<file path="config.mk">
export PLATFORM = sky130hd
export DESIGN_NAME = record_playback_ctrl
export DESIGN_NICKNAME = d
export VERILOG_FILES = /design/src/rtl/record_playback_ctrl_pkg.sv /design/src/rtl/record_playback_ctrl_sample_fifo.sv /design/src/rtl/record_playback_ctrl.sv
export SDC_FILE = /design/constraint.sdc
export NUM_CORES = 1
export LEC_CHECK = 0
export BUFFER_PORTS_ARGS = -buffer_cell sky130_fd_sc_hd__buf_4
export CAP_MARGIN = 20
export CORE_MARGIN = 3
export CORE_UTILIZATION = 38
export CTS_CLUSTER_DIAMETER = 80
export DETAILED_ROUTE_END_ITERATION = 7
export MAX_ROUTING_LAYER = met4
export SYNTH_ARGS = -nofsm -noshare
export SYNTH_HDL_FRONTEND = slang
export SYNTH_HIERARCHICAL = 1
export SYNTH_SLANG_ARGS = --single-unit
</file>
<file path="constraint.sdc">
create_clock -name clk -period 9.8 [get_ports clk]
set_input_delay 0.98 -clock clk [delete_from_list [all_inputs] [get_ports clk]]
set_output_delay 0.98 -clock clk [all_outputs]
set_load 0.1 [all_outputs]
</file>
<file path="src/rtl/record_playback_ctrl_pkg.sv">
// Shared definitions for the record/playback controller: parameter defaults
// and the controller state encoding.
package record_playback_ctrl_pkg;

    localparam int unsigned FIFO_DEPTH_DEF = 16;
    localparam int unsigned ADDR_W_DEF     = 26;
    localparam int unsigned SAMPLE_W       = 8;

    localparam int unsigned STATE_W = 3;
    typedef logic [STATE_W-1:0] state_t;

    localparam state_t S_IDLE      = 3'd0;
    localparam state_t S_REC       = 3'd1;
    localparam state_t S_REC_WR    = 3'd2;
    localparam state_t S_PLAY_WAIT = 3'd3;
    localparam state_t S_PLAY_REQ  = 3'd4;
    localparam state_t S_PLAY_ACK  = 3'd5;

endpackage

</file>
<file path="src/rtl/record_playback_ctrl_sample_fifo.sv">
// Capture FIFO between the ADC sample stream and the RAM write path.
// A push into a full FIFO is dropped unless a pop happens in the same cycle.
module sample_fifo #(
    parameter int unsigned DEPTH = 16,
    parameter int unsigned WIDTH = 8
) (
    input  logic             clk,
    input  logic             reset,
    input  logic             clear,
    input  logic             push,
    input  logic             pop,
    input  logic [WIDTH-1:0] din,
    output logic             full,
    output logic             empty,
    output logic [WIDTH-1:0] head
);

    localparam int unsigned AW = (DEPTH > 1) ? $clog2(DEPTH) : 1;

    logic [WIDTH-1:0] mem [DEPTH];
    // One extra bit on each index distinguishes full from empty.
    logic [AW:0]      wr_idx;
    logic [AW:0]      rd_idx;
    logic             do_push;
    logic             do_pop;

    assign empty   = (wr_idx == rd_idx);
    assign full    = (wr_idx[AW] != rd_idx[AW]) && (wr_idx[AW-1:0] == rd_idx[AW-1:0]);
    assign do_pop  = pop && !empty;
    assign do_push = push && (!full || do_pop);
    assign head    = mem[rd_idx[AW-1:0]];

    // Index update: clear empties the FIFO without touching storage.
    always_ff @(posedge clk or negedge reset) begin
        if (!reset) begin
            wr_idx <= '0;
            rd_idx <= '0;
        end else if (clear) begin
            wr_idx <= '0;
            rd_idx <= '0;
        end else begin
            if (do_push) wr_idx <= wr_idx + (AW+1)'(1);
            if (do_pop)  rd_idx <= rd_idx + (AW+1)'(1);
        end
    end

    // Sample storage, no reset needed since reads are gated by empty.
    always_ff @(posedge clk) begin
        if (do_push) mem[wr_idx[AW-1:0]] <= din;
    end

endmodule

</file>
<file path="src/rtl/record_playback_ctrl.sv">
// Record/playback controller: buffers ADC samples through a small FIFO into
// RAM via a wrapper handshake, and replays them paced by sample_tick.
module record_playback_ctrl
    import record_playback_ctrl_pkg::*;
#(
    parameter int unsigned FIFO_DEPTH = FIFO_DEPTH_DEF,
    parameter int unsigned ADDR_W     = ADDR_W_DEF
) (
    input  logic              clk,
    input  logic              reset,
    input  logic              rec_start,
    input  logic              play_start,
    input  logic              stop,
    input  logic [7:0]        sample_in,
    input  logic              sample_valid,
    input  logic              sample_tick,
    output logic [ADDR_W-1:0] address,
    output logic [7:0]        data_in,
    output logic              write_enable,
    output logic              read_request,
    output logic              read_ack,
    input  logic [7:0]        data_out,
    input  logic              rdy,
    input  logic              rd_data_pres,
    input  logic [ADDR_W-1:0] max_ram_address,
    output logic [7:0]        sample_out,
    output logic              sample_out_valid,
    output logic              busy,
    output logic              overflow
);

    state_t            state;
    logic [ADDR_W-1:0] wr_ptr;
    logic [ADDR_W-1:0] rd_ptr;
    // One bit wider than an address so a full RAM length is representable.
    logic [ADDR_W:0]   rec_len;
    logic              stop_pend;
    // Set once the read pointer has consumed max_ram_address.
    logic              rd_last;

    logic              fifo_push;
    logic              fifo_pop;
    logic              fifo_clear;
    logic              fifo_full;
    logic              fifo_empty;
    logic [7:0]        fifo_head;

    // FIFO control: capture while recording, pop when a RAM write is issued.
    always_comb begin
        fifo_push  = sample_valid && ((state == S_REC) || (state == S_REC_WR));
        fifo_pop   = (state == S_REC) && !fifo_empty && rdy;
        fifo_clear = (state == S_IDLE) && rec_start;
    end

    assign busy = (state != S_IDLE);

    sample_fifo #(
        .DEPTH (FIFO_DEPTH),
        .WIDTH (8)
    ) u_fifo (
        .clk   (clk),
        .reset (reset),
        .clear (fifo_clear),
        .push  (fifo_push),
        .pop   (fifo_pop),
        .din   (sample_in),
        .full  (fifo_full),
        .empty (fifo_empty),
        .head  (fifo_head)
    );

    // Controller FSM with registered wrapper-side outputs.
    always_ff @(posedge clk or negedge reset) begin
        if (!reset) begin
            state            <= S_IDLE;
            wr_ptr           <= '0;
            rd_ptr           <= '0;
            rec_len          <= '0;
            stop_pend        <= 1'b0;
            rd_last          <= 1'b0;
            address          <= '0;
            data_in          <= '0;
            write_enable     <= 1'b0;
            read_request     <= 1'b0;
            read_ack         <= 1'b0;
            sample_out       <= '0;
            sample_out_valid <= 1'b0;
            overflow         <= 1'b0;
        end else begin
            write_enable     <= 1'b0;
            read_ack         <= 1'b0;
            sample_out_valid <= 1'b0;
            // A stop that lands mid-write or mid-handshake is honoured later.
            if (stop && (state != S_IDLE)) stop_pend <= 1'b1;

            case (state)
                S_IDLE: begin
                    stop_pend <= 1'b0;
                    if (rec_start) begin
                        state    <= S_REC;
                        wr_ptr   <= '0;
                        overflow <= 1'b0;
                    end else if (play_start) begin
                        state   <= S_PLAY_WAIT;
                        rd_ptr  <= '0;
                        rd_last <= 1'b0;
                    end
                end
                S_REC: begin
                    if (!fifo_empty && rdy) begin
                        state        <= S_REC_WR;
                        address      <= wr_ptr;
                        data_in      <= fifo_head;
                        write_enable <= 1'b1;
                    end else if (fifo_empty && (stop || stop_pend)) begin
                        state   <= S_IDLE;
                        rec_len <= {1'b0, wr_ptr};
                    end
                end
                S_REC_WR: begin
                    if (wr_ptr == max_ram_address) begin
                        state   <= S_IDLE;
                        rec_len <= {1'b0, wr_ptr} + (ADDR_W+1)'(1);
                    end else begin
                        state  <= S_REC;
                        wr_ptr <= wr_ptr + ADDR_W'(1);
                    end
                end
                S_PLAY_WAIT: begin
                    if (stop) begin
                        state <= S_IDLE;
                    end else if (sample_tick) begin
                        if (!rd_last && ({1'b0, rd_ptr} < rec_len)) begin
                            state        <= S_PLAY_REQ;
                            address      <= rd_ptr;
                            read_request <= 1'b1;
                        end else begin
                            state <= S_IDLE;
                        end
                    end
                end
                S_PLAY_REQ: begin
                    if (rd_data_pres) begin
                        state            <= S_PLAY_ACK;
                        sample_out       <= data_out;
                        sample_out_valid <= 1'b1;
                        read_request     <= 1'b0;
                        read_ack         <= 1'b1;
                    end
                end
                S_PLAY_ACK: begin
                    if (rd_ptr == max_ram_address) rd_last <= 1'b1;
                    else                           rd_ptr  <= rd_ptr + ADDR_W'(1);
                    state <= (stop || stop_pend) ? S_IDLE : S_PLAY_WAIT;
                end
                default: state <= S_IDLE;
            endcase

            if (fifo_push && fifo_full && !fifo_pop) overflow <= 1'b1;
        end
    end

endmodule

</file>
==> impl_results.md <==
* MaxCap Viol Count at 0
* Post-synth top area share at 29.1%
* Slew @ Worst Pin at 1060 ps
* Drt drc at 0
* Final setup fails at 0
* Lkg Pwr at 6.06 nW
* Nets at 1,292
* Gate Count Post-Synth at 1,137
* Number of synthesized register bits at 268
* Antenna Diode Count at 0
* Nature of the critical path endpoint: flop
* Synth unique cells at 66
* RSZ-0062 raised after global routing: false
* Outcome: completed
* Fmax achieved at 0.228 GHz
* Insertion delay to the later sink of the worst-skew pair at 560 ps
* Clock tree sinks at 268
* Top cells by area, synth: edfxtp_1, dfrtp_1, mux4_2, xor2_1, nor2_1
* Crit-path max FO at 27
* Die area at 37,100 sq um
* Finished Layout Cells at 1,680
* Die height at 193 um
* Global route total overflow at 0
* Sequential area share after synthesis at 55.6%
* Area of the multi-input gates at 5400 sq um
* Post-CTS setup buffers at 0
* Port bufs at 98
* Hold_buf cts at 0
* CP Class: reg2reg
* WL per Instance at 21.2 um
* CTS tree: built
* Post-synth ARST share at 52.2%
* Cell row count at 67
* Crit path capture: address[5]
* Hold_ws at 463 ps
* FF/Latch Area at 7350 sq um
* Die extent in x at 193 um
* FF-to-FF Start: u_fifo/rd_idx[0]
* Fin. max-slew vios at 0
* CTS resizes at 0
* Ys flop type: dfrtp_1
* GP Congestion at 0.934
* EDFF count, synth at 128
* Clock root buffer: clkbuf_16
* Clock slew seen by the registers of the worst setup and hold paths at 60 ps
* Arrival @ worst endpoint at 4860 ps
* Power, Total at 4.44 mW
* Net Count, Synth at 1,221
* PD cells at 289 nW/um^2
* Setup TNS at 0 ps
* Vias in the first global route at 8,812
* Largest net degree at the start of global routing at 85
* Antenna violation net count after detailed routing at 0
* Cell count after placement at 1,619
* DR iter-0 viols at 682
* Reg2reg setup slack at 5420 ps
* Reg2Reg Depth at 11
* Placed wire-length estimate at 24,800 um
* Vias per cell at 5.47
* First-pass GRT wire length at 54,300 um
* Startpoint types: flop
* Final hold vios at 0
* Fin crit period at 4380 ps
* Post-Synthesis Mean Instance Area at 11.6 sq um
* Layout area overhead at 16.2%
* Reg2reg end: address[5]
* HP Class: in2async
* Drt pass-1 iters at 7
* Vias at 9,189
* Worst setup path start: u_fifo/rd_idx[0]
* Clock skew at 20.2 ps
* Core area at 33,900 sq um
* Util after Layout at 45.4%
* Fillcell total at 3,087
* H-Tree Level Count at 1
* Cell Area, Synth at 13,200 sq um
* TritonCTS Buffers at 31
* Worst vdd ir at 0.000270 V
* CTS max path bufs at 3
* Yosys synthesis warning count at 6
* Post-synth top area cell: edfxtp_1
* Initial antenna violation count at 1
* Share of layout cells above drive strength 1 at 17.9%
* Relative slew slack at 29.6%
* Required @ worst endpoint at 10,280 ps
* Starting density of the core at 39.0%
* Global Route Usage Sum at 19.7%
* Period utilization at 44.7%
* IO Pins at 99
* Routed WL at 35,700 um
==> layer usage <==
| layer | global-route usage [%] | routed length, um | share of wire, % | vias to the layer above |
|---|---|---|---|---|
| li1 | - | - | - | 4260 |
| met1 | 27.7 | 16000 | 45 | 4571 |
| met2 | 30.2 | 16600 | 47 | 307 |
| met3 | 3.12 | 2270 | 6.4 | 51 |
| met4 | 4.76 | 778 | 2.2 | 0 |
| met5 | - | 0 | 0 | - |
==> critical path: stages, from the launching register on <==
cell	delay, ps
dfrtp_2	720
buf_12	260
xor2_1	260
nor4_4	130
and2_1	200
nand2b_1	150
or3_1	620
o21ai_0	220
o31a_1	880
a21boi_2	430
buf_8	220
a2bb2oi_1	180
==> report_power, final <==
| group | internal [mW] | switching (mW) |
|---|---|---|
| combinational | 0.509 | 1.30 |
| sequential | 1.35 | 0.125 |
| clock | 0.691 | 0.464 |
==> final cells by class <==
cell class                 instances  share of cell area, %
sequential                       268                   47.8
tap                              448                   3.65
clock inverter                    20                   1.55
clock buffer                      37                   5.20
inverter                          41                   1.00
timing repair buffer             113                   5.64
multi-input combinational        753                   35.1
==> sequential cells by signal (all words and copies together), names as in the netlist, 3 cells and up <==
register       cells
sample_out         8
data_in            8
address           26
rec_len           27
rd_ptr            26
u_fifo/rd_idx      5
u_fifo/wr_idx      5
wr_ptr            26
u_fifo/mem       128
state              3
==> cells in the final DEF (no fill, tap or decap), types with 4 or more instances in the layout <==
master     synthesis  final
clkinv_1           2      6
xor2_1            64     64
clkbuf_1          51      6
nor3_1            19     19
nand2b_1           9      9
nor2_1           111    110
clkbuf_16          0     31
a31oi_1           16     16
mux4_2            32     32
nor4_1            24     24
nand2_1          105    105
dfrtp_1          140    139
and4_1             5      5
xnor2_1           45     45
a2bb2oi_1         26     26
nand4_1           18     18
nor2b_1           13     13
nand3_1           16     16
clkinv_2           0      5
and2_1             6      6
bufinv_16          0      4
buf_4              4    108
o31ai_1            4      4
mux2_2             9      9
o21ai_0           43     43
and3_1            18     18
edfxtp_1         128    128
ha_1              33     33
a211oi_1          10     10
a21oi_1           41     41
inv_1             39     39
o22ai_1           26     26
mux2i_1           12     12
==> stage by stage <==
stage / worst slack (ps) / instance area [sq um]
after detailed placement: 4900 / 14300
after global routing: 5040 / 15400
final: 5420 / 15400
after floorplan: 6500 / 13200
after global placement: 4990 / 14300
after CTS: 4810 / 15300
==> cells in the mapped netlist (26+ instances only) <==
master	n
clkbuf_1	51
a21oi_1	41
nand2_1	105
xor2_1	64
o22ai_1	26
a2bb2oi_1	26
ha_1	33
dfrtp_1	140
o21ai_0	43
edfxtp_1	128
xnor2_1	45
nor2_1	111
inv_1	39
mux4_2	32
==> logic make-up (layout without fill, tap and decap cells) <==
logic type / after synthesis / in the layout / synth area share [%]
buf+inv: 116 / 211 / 3.72
mux: 54 / 54 / 7.21
compound gates: 189 / 189 / 9.26
flops: 268 / 268 / 55.6
simple gates: 367 / 367 / 13.8
xor+xnor: 110 / 110 / 7.35
fa+ha+maj: 33 / 33 / 3.12
==> worst min path at each step <==
stage / end / cells past startpoint
floorplan: rec_len[10] / 2
global placement: rec_len[18] / 2
detailed placement: data_in[3] / 2
CTS: rec_len[2] / 2
global route: rd_ptr[15] / 1
finish: address[10] / 1
Power figures use the tool's default switching activity.
